==> src/rtl/mem_wb_stage.sv <==
// Memory stage and MEM/WB pipeline register: req/ack data-memory access with watchdog,
// store lane steering, load alignment/extension. Optional MEM_MISALIGN_TRAP_EN adds a misalign trap.
module mem_wb_stage #(
    parameter int unsigned MAX_WAIT = 255
) (
    input  logic        clk,
    input  logic        rst,
    input  logic        memtoreg_in,
    input  logic        regwrite_in,
    input  logic        memread_in,
    input  logic        memwrite_in,
    input  logic [1:0]  aj_control_in,
    input  logic [31:0] alu_result_in,
    input  logic [31:0] store_data_in,
    input  logic [2:0]  funct3_in,
    input  logic [4:0]  rd_in,
    input  logic [31:0] pc_plus4_in,
    output logic        dmem_req,
    output logic        dmem_we,
    output logic [31:0] dmem_addr,
    output logic [31:0] dmem_wdata,
    output logic [3:0]  dmem_wstrb,
    input  logic [31:0] dmem_rdata,
    input  logic        dmem_ack,
    output logic        stall_out,
    output logic        bus_err,
    output logic        regwrite_wb,
    output logic        memtoreg_wb,
    output logic [4:0]  rd_wb,
    output logic [31:0] wb_data
`ifdef MEM_MISALIGN_TRAP_EN
    ,
    output logic        misalign_err
`endif
);

    localparam logic [7:0] MaxWait = 8'(MAX_WAIT);

    typedef enum logic {StIdle, StWait} state_t;

    state_t      state_q, state_d;
    logic [7:0]  cnt_q, cnt_d;
    logic        access, access_eff, misalign, abort, kill;
    logic [1:0]  off;
    logic [3:0]  strb;
    logic [7:0]  ld_byte;
    logic [15:0] ld_half;
    logic [31:0] load_data, wb_sel;

    assign access = memread_in | memwrite_in;
    assign off    = alu_result_in[1:0];

`ifdef MEM_MISALIGN_TRAP_EN
    assign misalign = access & (((funct3_in[1:0] == 2'b01) & off[0]) |
                                (funct3_in[1] & (off != 2'b00)));
`else
    assign misalign = 1'b0;
`endif

    assign access_eff = access & ~misalign;
    // Watchdog expires on the cycle the counter reaches MaxWait with no ack.
    assign abort      = (state_q == StWait) & ~dmem_ack & (cnt_q == MaxWait);
    assign stall_out  = access_eff & ~dmem_ack & ~abort;
    assign kill       = stall_out | abort | misalign;

    always_comb begin
        state_d = state_q;
        cnt_d   = cnt_q;
        unique case (state_q)
            StIdle: begin
                if (access_eff && !dmem_ack) begin
                    state_d = StWait;
                    cnt_d   = 8'd1;
                end
            end
            StWait: begin
                if (dmem_ack || abort || !access_eff) begin
                    state_d = StIdle;
                    cnt_d   = 8'd0;
                end else begin
                    cnt_d = cnt_q + 8'd1;
                end
            end
            default: begin
                state_d = StIdle;
                cnt_d   = 8'd0;
            end
        endcase
    end

    assign dmem_req  = access_eff | (state_q == StWait);
    assign dmem_we   = memwrite_in;
    assign dmem_addr = {alu_result_in[31:2], 2'b00};

    always_comb begin
        strb       = 4'b1111;
        dmem_wdata = store_data_in;
        case (funct3_in[1:0])
            2'b00: begin
                strb       = 4'b0001 << off;
                dmem_wdata = {4{store_data_in[7:0]}};
            end
            2'b01: begin
                strb       = off[1] ? 4'b1100 : 4'b0011;
                dmem_wdata = {2{store_data_in[15:0]}};
            end
            default: ;
        endcase
    end

    assign dmem_wstrb = memwrite_in ? strb : 4'b0000;

    always_comb begin
        ld_byte = dmem_rdata[7:0];
        case (off)
            2'd0: ld_byte = dmem_rdata[7:0];
            2'd1: ld_byte = dmem_rdata[15:8];
            2'd2: ld_byte = dmem_rdata[23:16];
            2'd3: ld_byte = dmem_rdata[31:24];
            default: ;
        endcase
    end

    assign ld_half = off[1] ? dmem_rdata[31:16] : dmem_rdata[15:0];

    always_comb begin
        load_data = dmem_rdata;
        case (funct3_in[1:0])
            2'b00:   load_data = {{24{~funct3_in[2] & ld_byte[7]}}, ld_byte};
            2'b01:   load_data = {{16{~funct3_in[2] & ld_half[15]}}, ld_half};
            default: load_data = dmem_rdata;
        endcase
    end

    always_comb begin
        wb_sel = alu_result_in;
        if (aj_control_in != 2'b00) begin
            wb_sel = pc_plus4_in;
        end else if (memtoreg_in) begin
            wb_sel = load_data;
        end
    end

    always_ff @(posedge clk) begin
        if (rst) begin
            state_q     <= StIdle;
            cnt_q       <= 8'd0;
            bus_err     <= 1'b0;
            regwrite_wb <= 1'b0;
            memtoreg_wb <= 1'b0;
            rd_wb       <= 5'd0;
            wb_data     <= 32'd0;
        end else begin
            state_q <= state_d;
            cnt_q   <= cnt_d;
            if (abort) begin
                bus_err <= 1'b1;
            end
            // Stalled, aborted or trapped instructions leave a bubble; wb_data keeps its value.
            if (kill) begin
                regwrite_wb <= 1'b0;
                memtoreg_wb <= 1'b0;
                rd_wb       <= 5'd0;
            end else begin
                regwrite_wb <= regwrite_in;
                memtoreg_wb <= memtoreg_in;
                rd_wb       <= rd_in;
                wb_data     <= wb_sel;
            end
        end
    end

`ifdef MEM_MISALIGN_TRAP_EN
    always_ff @(posedge clk) begin
        if (rst) begin
            misalign_err <= 1'b0;
        end else if (misalign) begin
            misalign_err <= 1'b1;
        end
    end
`endif

endmodule

==> config.mk <==
export PLATFORM = sky130hd
export DESIGN_NAME = mem_wb_stage
export DESIGN_NICKNAME = d
export VERILOG_FILES = /design/src/rtl/mem_wb_stage.sv
export SDC_FILE = /design/constraint.sdc
export NUM_CORES = 1
export LEC_CHECK = 0
export ABC_AREA = 1
export CORE_MARGIN = 2
export CORE_UTILIZATION = 39
export CTS_BUF_LIST = sky130_fd_sc_hd__clkbuf_8
export CTS_CLUSTER_DIAMETER = 40
export DETAILED_ROUTE_END_ITERATION = 8
export PLACE_DENSITY = 0.92
export SLEW_MARGIN = 5
export SYNTH_ARGS = -nofsm -noshare
export SYNTH_HDL_FRONTEND = slang
export SYNTH_SLANG_ARGS = --single-unit
==> constraint.sdc <==
create_clock -name clk -period 1.9 [get_ports clk]
set_input_delay 0.19 -clock clk [delete_from_list [all_inputs] [get_ports clk]]
set_output_delay 0.19 -clock clk [all_outputs]
set_load 0.02 [all_outputs]
==> impl_metrics.yaml <==
synth:
  synth_area_leaders: "dfxtp_1 23%, nand2_1 19%, nor2_1 12%, a21oi_1 8.3%, inv_1 8.2%"
  yosys-top-cells-count: "213 x nand2_1, 139 x nor2_1, 92 x inv_1, 70 x a21oi_1, 49 x dfxtp_1"
  ys_warn_count: 0
  synth_top_area_share: 0.2336
  synth.most_common_cell: "nand2_1"
  yosysSeqAreaShare: 0.2336
  synth_flop_cell: "dfxtp_1"
  avgSynthCellArea_um2: 5.584
  syn_inst: 752
  synth-edff-count: 0
  ys_types: 34
  syn_area_um2: 4199
  synth_seq_cells: 49
  synth_top_cell_by_area: "dfxtp_1"
  async_flop_share: 0
flow_run:
  max_cap_viol_count: 0
grt:
  grt_pass1_wl_um: 25120
  grt_antenna_before_repair: 0
  first_global_vias: 5088
  grt_max_degree: 37
  gr-total-overflow: 0
  grt.total_usage: 0.2720
sta:
  finalSetupViolations: 0
  fin_crit_sh: 0.9512
  tns_ns: 0
  final_max_slew_viol_count: 0
  fin_crit_ns: 1.807
  setup_ws_ns: 0.09263
  fmax_ghz: 0.5533
  skew_ns: 0.005931
  hold_violations: 0
die:
  die_h_um: 107.8
  start_util: 0.4049
  row_count: 37
  ioPinCount: 256
  die_w_um: 107.8
  core_um2: 10370
  dieArea_um2: 11610
critical_path:
  end_kind: "flop"
  timing.critical_path.to: "wb_data[8]$_SDFFE_PP0N_"
  regToRegEndpoint: "wb_data[8]$_SDFFE_PP0N_"
  cpMostUsedCell: "nand2_1"
  crit_start: "cnt_q[0]$_SDFFE_PP0P_"
  critPathMaxStageDelay_ns: 0.36
  start_kind: "flop"
  crit_chain: "ha_1 > nand2_2 > nor3_4 > buf_4 > nand3_2 > nand2_8 > clkbuf_16 > nand2_1 > nand2_1 > a21oi_1"
  r2r_start: "cnt_q[0]$_SDFFE_PP0P_"
  crit_slowest_cell: "dfxtp_2"
  r2r_cells: 10
  critical_path_required_ns: 2.09
  path_class: "reg2reg"
  worst-path-buf-inv: 2
  critical-path-top-delay-family: "simple AND/OR/NAND/NOR gates"
  r2r_slack_ns: 0.09
  crit_fanout: 18
  cp.depth: 10
  arrival_ns: 2.00
clocking:
  clock-sinks: 49
  clk_latency_ns: 0.30
  cts_buffer_depth: 2
  cts.htree.levels: 2
  root_buffer: "clkbuf_8"
  numCtsBuffers: 5
  clk_pin_slew_ns: 0.10
  cts_tree: "yes"
drt:
  drcViolationCount: 0
  ant_nets: 0
  vias_per_cell: 4.899
  detail_route.wl_per_cell_um: 14.81
  first_iter_violations: 390
  firstDrtPassIters: 5
  wl_um: 16590
  vias: 5487
final_layout:
  drive_gt1_frac: 0.09045
  diodes: 0
  final_nets: 1129
  instances_no_fill: 1120
  nFillCells: 948
  flow.area_growth_from_synthesis_pct: 65.55
pwr:
  p_leak_nw: 3.257
  p_total_mw: 3.480
  vdd_drop_max_mv: 0.3145
  powerDensity_nw_per_um2: 500.5
place:
  pre_cts_ws_ns: -0.2740
  port_buffers: 253
  dp.cells: 1107
  gp_congestion: 0.8750
  post-dp-hpwl_um: 12980
min_path:
  hp-class: "in2reg"
outcome:
  outcome: "finished, final reports clean"
[area by class of cell]
| cell class | instances | area [um^2] | share of cell area |
|---|---|---|---|
| repair buffers | 299 | 2943 | 0.4233 |
| clock buffers | 6 | 82.58 | 0.01188 |
| clock inverters | 2 | 37.54 | 0.005400 |
| well taps | 136 | 170.2 | 0.02448 |
| multi-input cells | 530 | 2365 | 0.3402 |
| inverters | 98 | 370.4 | 0.05328 |
| flip-flops and latches | 49 | 983.4 | 0.1415 |
[cells in the final DEF (no fill, tap or decap), types with 2 or more instances in the layout]
cell	n
nor2_1	138
nand2_1	212
clkbuf_8	6
buf_4	41
nand3b_1	6
xor2_1	3
o21ai_0	13
clkbuf_16	3
clkdlybuf4s50_1	246
conb_1	2
dlygate4sd2_1	4
o211ai_1	6
nor3_1	2
nor2_2	5
or2_2	5
dfxtp_1	47
dfxtp_2	2
buf_12	2
inv_1	92
a21oi_1	70
nand3_1	45
a21oi_2	6
o21ai_1	2
nand3_2	3
clkbuf_2	2
nand2_2	2
inv_2	4
[routing by layer]
metal,GRT usage,part of all wire
met5,0,0
met4,0.07784,0.025
met3,0.06719,0.089
met2,0.4807,0.50
met1,0.3249,0.39
[logic make-up after synthesis]
logic type / Yosys count / share of synthesized area
AO/OA/AOI/OAI: 100 / 0.1296
XOR/XNOR: 3 / 0.006259
adder cells (fa/ha/maj): 1 / 0.002979
buffers and inverters: 175 / 0.2089
flip-flops: 49 / 0.2336
other: 1 / 0.0008931
AND/OR/NAND/NOR: 423 / 0.4178
[worst min path at each step]
stage                              start                      to  slack, ns  cells after the start
CTS                          regwrite_in  regwrite_wb$_SDFF_PP0_       0.39                      3
detailed placement  bus_err$_SDFFE_PP0P_    bus_err$_SDFFE_PP0P_       0.44                      2
floorplan                       rd_in[0]     rd_wb[0]$_SDFF_PP0_       0.30                      2
global placement    bus_err$_SDFFE_PP0P_    bus_err$_SDFFE_PP0P_       0.44                      2
global route                 regwrite_in  regwrite_wb$_SDFF_PP0_       0.39                      3
finish                          rd_in[3]     rd_wb[3]$_SDFF_PP0_       0.40                      3
[flip-flops by register name, indices dropped and copies added, names as in the netlist]
register     count
cnt_q            8
bus_err          1
regwrite_wb      1
wb_data         32
state_q          1
rd_wb            5
memtoreg_wb      1
[report_power, final]
part | switching (mW) | internal, mW
registers | 0.0353 | 1.10
clock network | 0.367 | 0.429
logic | 0.774 | 0.778
total | 1.18 | 2.30
[tightest hold or removal path: stages]
cell and delay [ns]:
clkdlybuf4s50_1 0.39, inv_1 0.05, nor2_1 0.04
[stage by stage]
step	hold slack, ns	instance area (um^2)	util
6_report	0.4047	6952	0.6704
3_5_place_dp	0.4418	6741	0.6501
3_3_place_gp	0.4378	6741	0.6501
2_1_floorplan	0.3022	4203	-
4_1_cts	0.3950	6869	0.6624
5_1_grt	0.3924	6952	0.6704
[repair_timing]
item | in CTS | in global routing
cloned | 1 | 3
hold endpoints to repair | 0 | 0
setup buffers | 1 | 0
hold buffers | 0 | 0
endpoints found under the setup margin | 29 | 41
gates resized for setup | 7 | 8
pin swaps | 2 | 3
Power figures use the tool's default switching activity.
